`src/rtl/quark_issue_seq.sv`:
```
// Instruction issue sequencer: holds one 64-bit word with its slot offsets and
// issues one decoded opcode plus sign-extended immediate tail per cycle.
//
// state   | meaning
// --------+-----------------------------------------------------------
// S_EMPTY | no word held; upstream may load unconditionally
// S_ISSUE | word held; instruction idx_q presented on op_*
module quark_issue_seq (
    input  logic        clk,
    input  logic        reset_n,
    input  logic        flush,
    input  logic        ir_valid,
    output logic        ir_ready,
    input  logic [63:0] ir,
    input  logic [63:0] toff,
    input  logic [4:0]  icnt,
    output logic        op_valid,
    input  logic        op_ready,
    output logic [3:0]  op,
    output logic [31:0] imm,
    output logic [2:0]  imm_len,
    output logic [3:0]  op_slot,
    output logic        op_last,
    output logic        op_err
);

    typedef enum logic {S_EMPTY, S_ISSUE} state_t;

    state_t      state_q, state_d;
    logic [3:0]  idx_q, idx_d;
    logic [63:0] ir_q, ir_d;
    logic [63:0] toff_q, toff_d;
    logic [4:0]  icnt_q, icnt_d;
    logic        cnt_err_q, cnt_err_d;

    logic [3:0]  dec_slot;
    logic [3:0]  dec_op;
    logic [3:0]  idx_p1;
    logic [3:0]  nxt_field;
    logic [4:0]  next5;
    logic [4:0]  raw5;
    logic        dec_last;
    logic [2:0]  dec_len;
    logic        dec_err;
    logic [4:0]  tslot;
    logic [27:0] tail;
    logic [3:0]  inv_len;
    logic [31:0] dec_imm;
    logic        valid_int;
    logic        fire;
    logic        load;

    // Decode is purely from the held word and index, so op_* never see op_ready.
    always_comb begin
        dec_slot  = toff_q[{idx_q, 2'b00} +: 4];
        dec_op    = ir_q[{~dec_slot, 2'b00} +: 4];
        idx_p1    = idx_q + 4'd1;
        nxt_field = toff_q[{idx_p1, 2'b00} +: 4];
        dec_last  = ({1'b0, idx_q} == (icnt_q - 5'd1));
        next5     = dec_last ? 5'd16 : {1'b0, nxt_field};
        raw5      = next5 - {1'b0, dec_slot} - 5'd1;
        dec_len   = 3'd0;
        dec_err   = cnt_err_q;
        if (next5 <= {1'b0, dec_slot}) begin
            dec_err = 1'b1;
        end else if (raw5 > 5'd7) begin
            dec_len = 3'd7;
            dec_err = 1'b1;
        end else begin
            dec_len = raw5[2:0];
        end

        // Gather up to seven nibbles after the opcode, first one in the MSB.
        tail  = 28'd0;
        tslot = 5'd0;
        for (int i = 0; i < 7; i++) begin
            tslot = {1'b0, dec_slot} + 5'(i + 1);
            if (tslot < 5'd16) begin
                tail[27-4*i -: 4] = ir_q[{~tslot[3:0], 2'b00} +: 4];
            end
        end

        inv_len = 4'd8 - {1'b0, dec_len};
        if (dec_len == 3'd0) begin
            dec_imm = 32'd0;
        end else begin
            dec_imm = $signed({tail, 4'h0}) >>> {inv_len, 2'b00};
        end
    end

    always_comb begin
        valid_int = reset_n && (state_q == S_ISSUE);
        fire      = valid_int && op_ready;
        ir_ready  = reset_n && !flush && ((state_q == S_EMPTY) || (fire && dec_last));
        load      = ir_valid && ir_ready;

        op_valid  = valid_int;
        op        = valid_int ? dec_op   : 4'd0;
        imm       = valid_int ? dec_imm  : 32'd0;
        imm_len   = valid_int ? dec_len  : 3'd0;
        op_slot   = valid_int ? dec_slot : 4'd0;
        op_last   = valid_int && dec_last;
        op_err    = valid_int && dec_err;
    end

    always_comb begin
        state_d   = state_q;
        idx_d     = idx_q;
        ir_d      = ir_q;
        toff_d    = toff_q;
        icnt_d    = icnt_q;
        cnt_err_d = cnt_err_q;
        if (flush) begin
            state_d = S_EMPTY;
            idx_d   = 4'd0;
        end else if (load) begin
            state_d   = S_ISSUE;
            idx_d     = 4'd0;
            ir_d      = ir;
            toff_d    = toff;
            // A zero count still issues one (flagged) instruction; counts above 16 saturate.
            icnt_d    = (icnt == 5'd0) ? 5'd1 : ((icnt > 5'd16) ? 5'd16 : icnt);
            cnt_err_d = (icnt == 5'd0);
        end else if (fire) begin
            if (dec_last) begin
                state_d = S_EMPTY;
                idx_d   = 4'd0;
            end else begin
                idx_d = idx_p1;
            end
        end
    end

    always_ff @(posedge clk) begin
        if (!reset_n) begin
            state_q   <= S_EMPTY;
            idx_q     <= 4'd0;
            ir_q      <= 64'd0;
            toff_q    <= 64'd0;
            icnt_q    <= 5'd1;
            cnt_err_q <= 1'b0;
        end else begin
            state_q   <= state_d;
            idx_q     <= idx_d;
            ir_q      <= ir_d;
            toff_q    <= toff_d;
            icnt_q    <= icnt_d;
            cnt_err_q <= cnt_err_d;
        end
    end

endmodule

```
`config.mk`:
```
export PLATFORM = sky130hd
export DESIGN_NAME = quark_issue_seq
export DESIGN_NICKNAME = d
export VERILOG_FILES = /design/src/rtl/quark_issue_seq.sv
export SDC_FILE = /design/constraint.sdc
export NUM_CORES = 1
export LEC_CHECK = 0
export ABC_CLOCK_PERIOD_IN_PS = 14400
export CORE_MARGIN = 2
export CORE_UTILIZATION = 38
export DETAILED_ROUTE_END_ITERATION = 6
export PLACE_DENSITY = 0.61
export SLEW_MARGIN = 5
export SYNTH_ARGS = -nofsm -noshare
export SYNTH_HDL_FRONTEND = slang
export SYNTH_SLANG_ARGS = --single-unit
```
`constraint.sdc`:
```
create_clock -name clk -period 14.4 [get_ports clk]
set_clock_uncertainty 0.1 [all_clocks]
set_input_delay 2.88 -clock clk [delete_from_list [all_inputs] [get_ports clk]]
set_output_delay 2.88 -clock clk [all_outputs]
set_load 0.01 [all_outputs]
```
# Word-level counts from Yosys, hierarchy flattened
# Index checks and enable logic that the tools add are counted.
# W data, S select, Z words.
# classes
reduce_logical	18
order_cmp	10
shifts	11
n_bitwise	11
n_addsub	12
eq_ne	1
muxes	23
# ops
operator	n
$shiftx A64 B7 Y4	10
$mux W32	2
$mux W4	10
$lt A5 B5 Y1 const B	7
$not A4 Y4	8
$sshr A32 B6 Y32	1
$add A4 B3 Y5 const B	4
$mux W5	3
$add A4 B2 Y5 const B	2
$sub A5 B1 Y5 const B	2
$mux W3	3
$logic_and A1 B1 Y1	8
$add A4 B1 Y5 const B	1
$eq A4 B5 Y1	1
$gt A5 B3 Y1 const B	1
$gt A5 B5 Y1 const B	1
$le A5 B4 Y1	1
$logic_not A5 Y1	1
$mux W1	5
$sub A5 B4 Y5	1
$add A4 B1 Y4 const B	1
$reduce_and A2 Y1	2
$reduce_bool A2 Y1	2
$sub A4 B3 Y4 const A	1
6 further kinds	8
# totals
out_inout_bits	47
elab_cells	92
reg_bits	139
input_bits	138

# Depth between registers and ports, before layout
# Gate-level depths: netlist (run 1).
# depth
word_depth	12
mapped_depth	30
ltp_nobuf	24

# Worst setup path before layout (run 1)
# OpenSTA, ideal clock, no wires.
# synth_timing
path_type	reg2out
from	reg idx_q[0]
to	out imm[23]
setup_slack_ns	5.226
arrival_ns	6.194
path_stages_with_launch	28
required_time_ns	11.420
path_cell_list	dfxtp_1 > ha_1 > clkbuf_1 > buf_1 > mux4_2 > mux2i_1 > nand2_1 > nand3_1 > inv_1 > ha_1 > inv_1 > fa_1 > inv_1 > a21o_1 > a21oi_1 > xor2_1 > a32oi_1 > inv_2 > buf_2 > buf_1 > ha_1 > ha_1 > clkbuf_1 > inv_1 > nand2_1 > nor2_1 > nor2_1 > a2111oi_0
# synth_via
elab_chain_cells	12
elab_cells_between_ends	51
# synth_rtl
element	line_no	rtl
start, declared	30	logic [3:0] idx_q, idx_d;
start signal, assigned	144	idx_q <= idx_d;
$add A4 B1 Y4	57	idx_p1 = idx_q + 4'd1;
$shiftx A64 B7 Y4	58	nxt_field = toff_q[{idx_p1, 2'b00} +: 4];
$mux W5	60	next5 = dec_last ? 5'd16 : {1'b0, nxt_field};
$sub A5 B4 Y5	61	raw5 = next5 - {1'b0, dec_slot} - 5'd1;
$sub A5 B1 Y5	61	
$gt A5 B3 Y1	66	end else if (raw5 > 5'd7) begin
$mux W3	66	
$mux W3	64	if (next5 <= {1'b0, dec_slot}) begin
$sub A4 B3 Y4	83	inv_len = 4'd8 - {1'b0, dec_len};
$sshr A32 B6 Y32	87	dec_imm = $signed({tail, 4'h0}) >>> {inv_len, 2'b00};
$mux W32 (*)	84	if (dec_len == 3'd0) begin
$mux W32 (*)	99	imm = valid_int ? dec_imm : 32'd0;
end, declared	20	output logic [31:0] imm,
# Mark *: on every way between the ends. The rest lies on a longest branch, timed or not.

# Worst setup path in the final report (run 1)
# layout_timing
from	reg idx_q[1]
to	out imm[15]
# The elaborated chain is that of the path after synthesis.

==> flow_results.xml, run 1 <==
<?xml version="1.0" encoding="UTF-8"?>
<metrics>
  <group name="routing">
    <metric name="drt-total-wl" unit="mm">38.4</metric>
    <metric name="via_count" unit="">11020</metric>
    <metric name="drt-vias-per-instance" unit="">5.79</metric>
    <metric name="route.detailed.drc" unit="">0</metric>
    <metric name="wire_per_inst" unit="um">20.2</metric>
    <metric name="drtIter0Drc" unit="">1009</metric>
    <metric name="ant_nets" unit="">0</metric>
    <metric name="drt_first_pass_iters" unit="">5</metric>
  </group>
  <group name="logic_synthesis">
    <metric name="post_synth_xor_area_fraction" unit="">0.0186</metric>
    <metric name="synth_area_leader_cell" unit="">dfxtp_1</metric>
    <metric name="synthesis.area" unit="um2">11600</metric>
    <metric name="synth_simple_gate_area_share" unit="">0.193</metric>
    <metric name="muxShareOfSynthArea" unit="">0.210</metric>
    <metric name="synth_top_cells_by_count" unit="">360 x nand2_1, 139 x dfxtp_1, 133 x a21boi_0, 72 x mux2i_1, 69 x mux4_2</metric>
    <metric name="postSynthRegisterBits" unit="">139</metric>
    <metric name="syn_inst" unit="">1393</metric>
    <metric name="synth-main-ff-cell" unit="">dfxtp_1</metric>
    <metric name="synth_edf_count" unit="">0</metric>
    <metric name="yosys.cell_count.top_type" unit="">nand2_1</metric>
    <metric name="asyncSetResetFlopFracSynth" unit="">0</metric>
    <metric name="synth_top_family_by_area" unit="">compound AO/OA/AOI/OAI gates</metric>
    <metric name="synth_cell_types" unit="">98</metric>
    <metric name="synth.top_cell.area_share" unit="">0.241</metric>
    <metric name="yosysSeqAreaShare" unit="">0.241</metric>
    <metric name="synth_top_cells_by_area" unit="">dfxtp_1 24%, mux4_2 13%, nand2_1 12%</metric>
    <metric name="yosys_warnings" unit="">0</metric>
    <metric name="synth_compound_area_frac" unit="">0.257</metric>
    <metric name="post_synth_fa_ha_maj_area_fraction" unit="">0.0212</metric>
    <metric name="mappedNetlistNets" unit="">1550</metric>
    <metric name="synth.avg_cell_area" unit="um2">8.30</metric>
  </group>
  <group name="clocking">
    <metric name="number_of_setup_buffers_added_after_cts" unit="">0</metric>
    <metric name="cts_repair_resize_count" unit="">0</metric>
    <metric name="clkTransAtPathRegs" unit="ps">70</metric>
    <metric name="htree_levels" unit="">4</metric>
    <metric name="cts_sinks" unit="">139</metric>
    <metric name="tritoncts_clock_tree" unit="">built</metric>
    <metric name="numCtsBuffers" unit="">17</metric>
    <metric name="holdBufCountCts" unit="">0</metric>
    <metric name="clockBufferDepth" unit="">2</metric>
    <metric name="worst_skew_pair.late_latency" unit="ps">430</metric>
    <metric name="cts-root-buf" unit="">clkbuf_16</metric>
  </group>
  <group name="final_layout">
    <metric name="layout.nets" unit="">1657</metric>
    <metric name="finish.utilization" unit="">0.473</metric>
    <metric name="drive_gt1_frac" unit="">0.110</metric>
    <metric name="antenna_cells_inserted" unit="">0</metric>
    <metric name="area_growth" unit="%">21.9</metric>
    <metric name="final-instance-count-excl-fill" unit="">1903</metric>
  </group>
  <group name="run_status">
    <metric name="status" unit="">finished, final reports clean</metric>
  </group>
  <group name="setup_path">
    <metric name="timing.critical_path.required" unit="ps">11420</metric>
    <metric name="setup.reg_to_reg.worst_slack" unit="ps">10040</metric>
    <metric name="reg2reg_from" unit="">idx_q[3]</metric>
    <metric name="crit-reg2reg-capture" unit="">cnt_err_q</metric>
    <metric name="crit_path_start_kind" unit="">register</metric>
    <metric name="worst_setup_path_class" unit="">reg -&gt; out</metric>
    <metric name="r2r_cells" unit="">10</metric>
    <metric name="startpoint" unit="">idx_q[1]</metric>
    <metric name="setup.worst_path.end_class" unit="">primary output</metric>
    <metric name="critPathCapture" unit="">imm[15]</metric>
    <metric name="arrival" unit="ps">7990</metric>
    <metric name="path_max_fanout" unit="">55</metric>
  </group>
  <group name="global_route">
    <metric name="total_global_route_track_usage" unit="">0.243</metric>
    <metric name="antenna_violations_before_repair" unit="">0</metric>
    <metric name="globalRouteOverflowTotal" unit="">0</metric>
    <metric name="grt_util_met3" unit="">0.0367</metric>
    <metric name="grt_max_degree" unit="">77</metric>
    <metric name="grtUsageMet2" unit="">0.352</metric>
    <metric name="first_global_vias" unit="">10365</metric>
    <metric name="grt_most_used_layer" unit="">met1</metric>
    <metric name="wire_length_of_the_first_global_routing_pass" unit="mm">59.9</metric>
    <metric name="globalRouteMet1Util" unit="">0.370</metric>
  </group>
  <group name="place">
    <metric name="placement.setup.worst_slack" unit="ps">3870</metric>
    <metric name="dp.cells" unit="">1871</metric>
    <metric name="placement.io_buffers" unit="">184</metric>
    <metric name="rd_place_congestion" unit="">0.918</metric>
    <metric name="hpwl_after_detailed_placement" unit="mm">29.4</metric>
  </group>
  <group name="floorplanning">
    <metric name="floorplan.die.width" unit="um">178</metric>
    <metric name="core" unit="um2">29800</metric>
    <metric name="die_height" unit="um">178</metric>
    <metric name="initial_utilization" unit="">0.388</metric>
    <metric name="dieArea" unit="um2">31800</metric>
    <metric name="placement_rows" unit="">63</metric>
    <metric name="boundary_pin_count" unit="">185</metric>
  </group>
  <group name="timing">
    <metric name="min_period" unit="ps">10970</metric>
    <metric name="fin_crit_sh" unit="">0.762</metric>
    <metric name="setup_violators_final" unit="">0</metric>
    <metric name="measured_slew_at_the_worst_slew_check_pin" unit="ps">1140</metric>
    <metric name="slew-limit-headroom" unit="">0.237</metric>
    <metric name="setup_tns" unit="ps">0</metric>
    <metric name="clock.fmax" unit="GHz">0.0912</metric>
    <metric name="hold_viol" unit="">0</metric>
    <metric name="final_max_tran_viols" unit="">0</metric>
    <metric name="finalWorstSetupSlack" unit="ps">3430</metric>
    <metric name="grt_setup_unrepaired" unit="">false</metric>
  </group>
  <group name="worst_hold_path">
    <metric name="hold-path-cell-count" unit="">2</metric>
    <metric name="worstHoldPathType" unit="">reg -&gt; reg</metric>
  </group>
  <group name="power">
    <metric name="cellLeakagePower" unit="nW">4.97</metric>
    <metric name="p_seq_frac" unit="">0.338</metric>
    <metric name="power_frac_clock" unit="">0.381</metric>
    <metric name="p_comb_frac" unit="">0.281</metric>
    <metric name="internal_power" unit="W">0.000805</metric>
    <metric name="switchingPower" unit="W">0.000413</metric>
    <metric name="pwr_density_cell" unit="nW/um2">86.5</metric>
    <metric name="sw_frac_of_total" unit="">0.339</metric>
    <metric name="vdd_ir_drop_max" unit="V">0.0000876</metric>
  </group>
  <group name="run">
    <metric name="cap_violations" unit="">0</metric>
  </group>
</metrics>
==> cell usage in the layout, fill, tap and decap left out, drive strengths merged, types with 14 or more instances in the layout <==
| master | instances |
|---|---|
| a21boi | 133 |
| dfxtp | 139 |
| mux4 | 70 |
| nor2 | 57 |
| xnor2 | 14 |
| a211oi | 28 |
| o21ai | 19 |
| nand2 | 361 |
| a22oi | 16 |
| inv | 56 |
| a21oi | 63 |
| nand2b | 21 |
| mux2i | 75 |
| ha | 18 |
| nand3 | 15 |
| clkbuf | 17 |
| clkdlybuf4s50 | 183 |
| and3 | 18 |
==> cell families after synthesis <==
| group | count (synthesis) |
|---|---|
| XOR/XNOR | 19 |
| AND/OR/NAND/NOR | 521 |
| multiplexers | 151 |
| flip-flops | 139 |
| adder cells (fa/ha/maj) | 19 |
| AO/OA/AOI/OAI | 390 |
| buffers and inverters | 154 |
==> state kept, by name (all words and copies together) (netlist names) <==
| name | flops |
|---|---|
| state_q | 1 |
| ir_q | 64 |
| icnt_q | 5 |
| toff_q | 64 |
| idx_q | 4 |
| cnt_err_q | 1 |
==> power by group through the flow <==
stage	registers (W)	logic, W	clock network [W]
2_1_floorplan	0.000413	0.000227	0
3_3_place_gp	0.000420	0.000336	0
3_5_place_dp	0.000420	0.000336	0
4_1_cts	0.000412	0.000338	0.000471
5_1_grt	0.000413	0.000371	0.000487
6_report	0.000412	0.000342	0.000464
==> metrics by stage <==
stage / hold WS, ps / instance area (um2) / total power [W]
after floorplan: 349 / 11600 / 0.000640
after detailed placement: 376 / 13500 / 0.000757
after global placement: 371 / 13500 / 0.000756
after global routing: 414 / 14100 / 0.00127
after CTS: 385 / 14100 / 0.00122
final: 383 / 14100 / 0.00122
==> critical path, stage by stage (launching register included) <==
cell	delay [ps]
dfxtp_1	1050
mux4_2	650
a2bb2oi_4	180
and3_4	260
nor2_4	120
buf_4	620
inv_2	530
ha_1	380
nor2b_1	110
o21a_1	120
o21a_1	100
o21ai_0	110
a32oi_1	190
buf_4	240
inv_2	240
ha_1	270
ha_1	430
inv_1	180
nor2_1	740
nand2_1	190
nand2_2	220
a221oi_1	80
clkdlybuf4s50_1	520
==> worst min path at each step <==
stage / from / to
after floorplan: toff_q[43] / toff_q[43]
after global placement: toff_q[14] / toff_q[14]
after detailed placement: toff_q[15] / toff_q[15]
after CTS: toff_q[15] / toff_q[15]
after global routing: toff_q[15] / toff_q[15]
final: toff_q[19] / toff_q[19]
==> metal layers <==
metal  vias to the layer above  wire length (um)  part of all wire
li1                       5274                 -                 -
met3                        41              2730             0.071
met4                         0               819             0.021
met1                      5280             18600              0.49
met2                       425             16200              0.42
met5                         -                 0                 0
==> area by class of cell <==
class,count,area [um2]
Fill cell,2952,15700
Tap cell,390,488
Clock inverter,15,198
Clock buffer,17,425
Inverter,49,191
Timing Repair Buffer,193,1900
Multi-Input combinational cell,1100,8100
Sequential cell,139,2780
No activity file was read; power rests on OpenSTA's default activity.
==> inputs of run 2 (changes only) <==
--- a/config.mk
+++ b/config.mk
@@ -5,11 +5,11 @@
 export SDC_FILE = /design/constraint.sdc
 export NUM_CORES = 1
 export LEC_CHECK = 0
-export ABC_CLOCK_PERIOD_IN_PS = 14400
+export ABC_CLOCK_PERIOD_IN_PS = 10080
 export CORE_MARGIN = 2
 export CORE_UTILIZATION = 38
 export DETAILED_ROUTE_END_ITERATION = 6
-export PLACE_DENSITY = 0.61
+export PLACE_DENSITY = 0.63
 export SLEW_MARGIN = 5
 export SYNTH_ARGS = -nofsm -noshare
 export SYNTH_HDL_FRONTEND = slang
==> constraint.sdc (replaced) <==
create_clock -name clk -period 10.08 [get_ports clk]
set_clock_uncertainty 0.1 [all_clocks]
set_input_delay 2.016 -clock clk [delete_from_list [all_inputs] [get_ports clk]]
set_output_delay 2.016 -clock clk [all_outputs]
set_load 0.01 [all_outputs]
==> flow_results.xml, run 2 (synthesis gave the netlist of run 1 again) <==
<?xml version="1.0" encoding="UTF-8"?>
<metrics>
  <group name="timing">
    <metric name="setup_tns" unit="ps">0</metric>
    <metric name="grt_setup_unrepaired" unit="">false</metric>
    <metric name="measured_slew_at_the_worst_slew_check_pin" unit="ps">1140</metric>
    <metric name="fin_crit_sh" unit="">0.897</metric>
    <metric name="hold_viol" unit="">0</metric>
    <metric name="final_max_tran_viols" unit="">0</metric>
    <metric name="min_period" unit="ps">9040</metric>
    <metric name="slew-limit-headroom" unit="">0.238</metric>
    <metric name="clock.fmax" unit="GHz">0.111</metric>
    <metric name="setup_violators_final" unit="">0</metric>
  </group>
  <group name="routing">
    <metric name="wire_per_inst" unit="um">20.4</metric>
    <metric name="drt-total-wl" unit="mm">39.1</metric>
    <metric name="drt-vias-per-instance" unit="">5.86</metric>
    <metric name="ant_nets" unit="">0</metric>
    <metric name="route.detailed.drc" unit="">0</metric>
    <metric name="drtIter0Drc" unit="">1036</metric>
    <metric name="drt_first_pass_iters" unit="">5</metric>
    <metric name="via_count" unit="">11207</metric>
  </group>
  <group name="final_layout">
    <metric name="biggestRegsByFlops" unit="">ir_q x64, toff_q x64, icnt_q x5</metric>
    <metric name="drive_gt1_frac" unit="">0.114</metric>
    <metric name="layout.nets" unit="">1665</metric>
    <metric name="total_of_fill_cells_in_the_finished_design" unit="">2900</metric>
    <metric name="area_growth" unit="%">22.2</metric>
    <metric name="final-instance-count-excl-fill" unit="">1911</metric>
    <metric name="layout.cells.most_common_list" unit="">359 x nand2_1, 183 x clkdlybuf4s50_1, 139 x dfxtp_1</metric>
    <metric name="antenna_cells_inserted" unit="">0</metric>
    <metric name="most_frequent_standard_cell_in_the_layout_excluding_fill_and_tap_cells" unit="">nand2_1</metric>
  </group>
  <group name="clocking">
    <metric name="worst_skew_pair.late_latency" unit="ps">450</metric>
    <metric name="holdBufCountCts" unit="">0</metric>
    <metric name="clkTransAtPathRegs" unit="ps">80</metric>
    <metric name="htree_levels" unit="">4</metric>
    <metric name="number_of_setup_buffers_added_after_cts" unit="">0</metric>
    <metric name="cts-root-buf" unit="">clkbuf_16</metric>
    <metric name="numCtsBuffers" unit="">17</metric>
    <metric name="clockBufferDepth" unit="">2</metric>
    <metric name="tritoncts_clock_tree" unit="">built</metric>
    <metric name="cts_repair_resize_count" unit="">0</metric>
    <metric name="cts_sinks" unit="">139</metric>
  </group>
  <group name="floorplanning">
    <metric name="placement_rows" unit="">63</metric>
    <metric name="boundary_pin_count" unit="">185</metric>
    <metric name="floorplan.die.width" unit="um">178</metric>
    <metric name="dieArea" unit="um2">31800</metric>
    <metric name="die_height" unit="um">178</metric>
    <metric name="initial_utilization" unit="">0.388</metric>
    <metric name="core" unit="um2">29800</metric>
  </group>
  <group name="global_route">
    <metric name="globalRouteOverflowTotal" unit="">0</metric>
    <metric name="total_global_route_track_usage" unit="">0.245</metric>
    <metric name="grt_max_degree" unit="">78</metric>
    <metric name="antenna_violations_before_repair" unit="">1</metric>
    <metric name="first_global_vias" unit="">10481</metric>
    <metric name="wire_length_of_the_first_global_routing_pass" unit="mm">60.1</metric>
  </group>
  <group name="run">
    <metric name="cap_violations" unit="">0</metric>
  </group>
  <group name="setup_path">
    <metric name="setup.worst_path.end_class" unit="">primary output</metric>
    <metric name="worst_setup_path_class" unit="">reg -&gt; out</metric>
    <metric name="worst_path_largest_cell_delay" unit="ps">790</metric>
    <metric name="timing.critical_path.cells" unit="">buf_4 &gt; mux2_2 &gt; a22oi_2 &gt; a21oi_2 &gt; buf_4 &gt; nor2_4 &gt; buf_4 &gt; ha_1 &gt; buf_4 &gt; nand2_1 &gt; a211oi_1 &gt; a2bb2oi_1 &gt; a211oi_2 &gt; a21oi_1 &gt; a221o_1 &gt; mux2i_1 &gt; a2111oi_2 &gt; clkdlybuf4s50_1</metric>
    <metric name="arrival" unit="ps">6920</metric>
    <metric name="critical_path.most_common_cell" unit="">buf_4</metric>
    <metric name="path_max_fanout" unit="">54</metric>
    <metric name="timing.critical_path.required" unit="ps">7960</metric>
    <metric name="crit_path_start_kind" unit="">register</metric>
    <metric name="critPathSlowestCell" unit="">dfxtp_1</metric>
  </group>
  <group name="place">
    <metric name="placement.io_buffers" unit="">184</metric>
    <metric name="dp.cells" unit="">1879</metric>
    <metric name="rd_place_congestion" unit="">0.921</metric>
    <metric name="hpwl_after_detailed_placement" unit="mm">30.1</metric>
  </group>
  <group name="power">
    <metric name="vdd_ir_drop_max" unit="V">0.000105</metric>
    <metric name="pwr_density_cell" unit="nW/um2">122</metric>
    <metric name="cellLeakagePower" unit="nW">5.00</metric>
  </group>
  <group name="run_status">
    <metric name="status" unit="">finished, final reports clean</metric>
  </group>
  <group name="worst_hold_path">
    <metric name="worstHoldPathType" unit="">reg -&gt; reg</metric>
  </group>
</metrics>
## run 2: area by class of cell
class / instances / area, um2 / area share
clock inverter: 15 / 175 / 0.0124
multi-input combinational: 1100 / 8100 / 0.573
inverter: 49 / 191 / 0.0136
sequential: 139 / 2780 / 0.197
timing repair buffer: 201 / 1960 / 0.139
clock buffer: 17 / 425 / 0.0301
tap: 390 / 488 / 0.0345
## run 2: worst paths after layout
path / start / to / slack, ps / cells after the start
setup / recovery: idx_q[0] / imm[1] / 1040 / 18
hold reg to reg: ir_q[26] / ir_q[26] / 380 / 2
hold / removal: ir_q[26] / ir_q[26] / 380 / 2
setup reg to reg: idx_q[3] / cnt_err_q / 5760 / 10
## run 2: critical path, delay by kind of cell, from the launching register on
family                   cells  cell delay [ps]
buffers and inverters        5             2320
AO/OA/AOI/OAI                8             1920
flip-flops                   1              790
adder cells (fa/ha/maj)      1              590
multiplexers                 2              520
AND/OR/NAND/NOR              2              280
## run 2: layer usage
metal / vias to the layer above / GRT usage / part of all wire
met5: - / 0 / 0
met4: 0 / 0.0684 / 0.018
met3: 51 / 0.0469 / 0.080
met2: 513 / 0.364 / 0.43
met1: 5345 / 0.360 / 0.47
li1: 5298 / - / -
## run 2: per-stage QoR
| stage | setup slack, ps | power [W] | utilization | cell area [um2] | hold slack [ps] |
|---|---|---|---|---|---|
| after global routing | 465 | 0.00179 | 0.474 | 14100 | 408 |
| after global placement | 1580 | 0.00109 | 0.454 | 13500 | 364 |
| after CTS | 1040 | 0.00173 | 0.474 | 14100 | 383 |
| after detailed placement | 1540 | 0.00109 | 0.454 | 13500 | 374 |
| final | 1040 | 0.00173 | 0.474 | 14100 | 381 |
| after floorplan | 1770 | 0.000915 | - | 11600 | 349 |
## run 2: where the power goes
part / internal, W / switching (W)
Clock: 0.000335 / 0.000308
Combinational: 0.000206 / 0.000288
Sequential: 0.000567 / 0.0000214
==> inputs of run 3 (changes only) <==
--- a/config.mk
+++ b/config.mk
@@ -6,6 +6,7 @@
 export NUM_CORES = 1
 export LEC_CHECK = 0
 export ABC_CLOCK_PERIOD_IN_PS = 10080
+export CAP_MARGIN = 20
 export CORE_MARGIN = 2
 export CORE_UTILIZATION = 38
 export DETAILED_ROUTE_END_ITERATION = 6
==> results of run 3 <==
Final layout, timing and power as in run 2 (identical DEF).
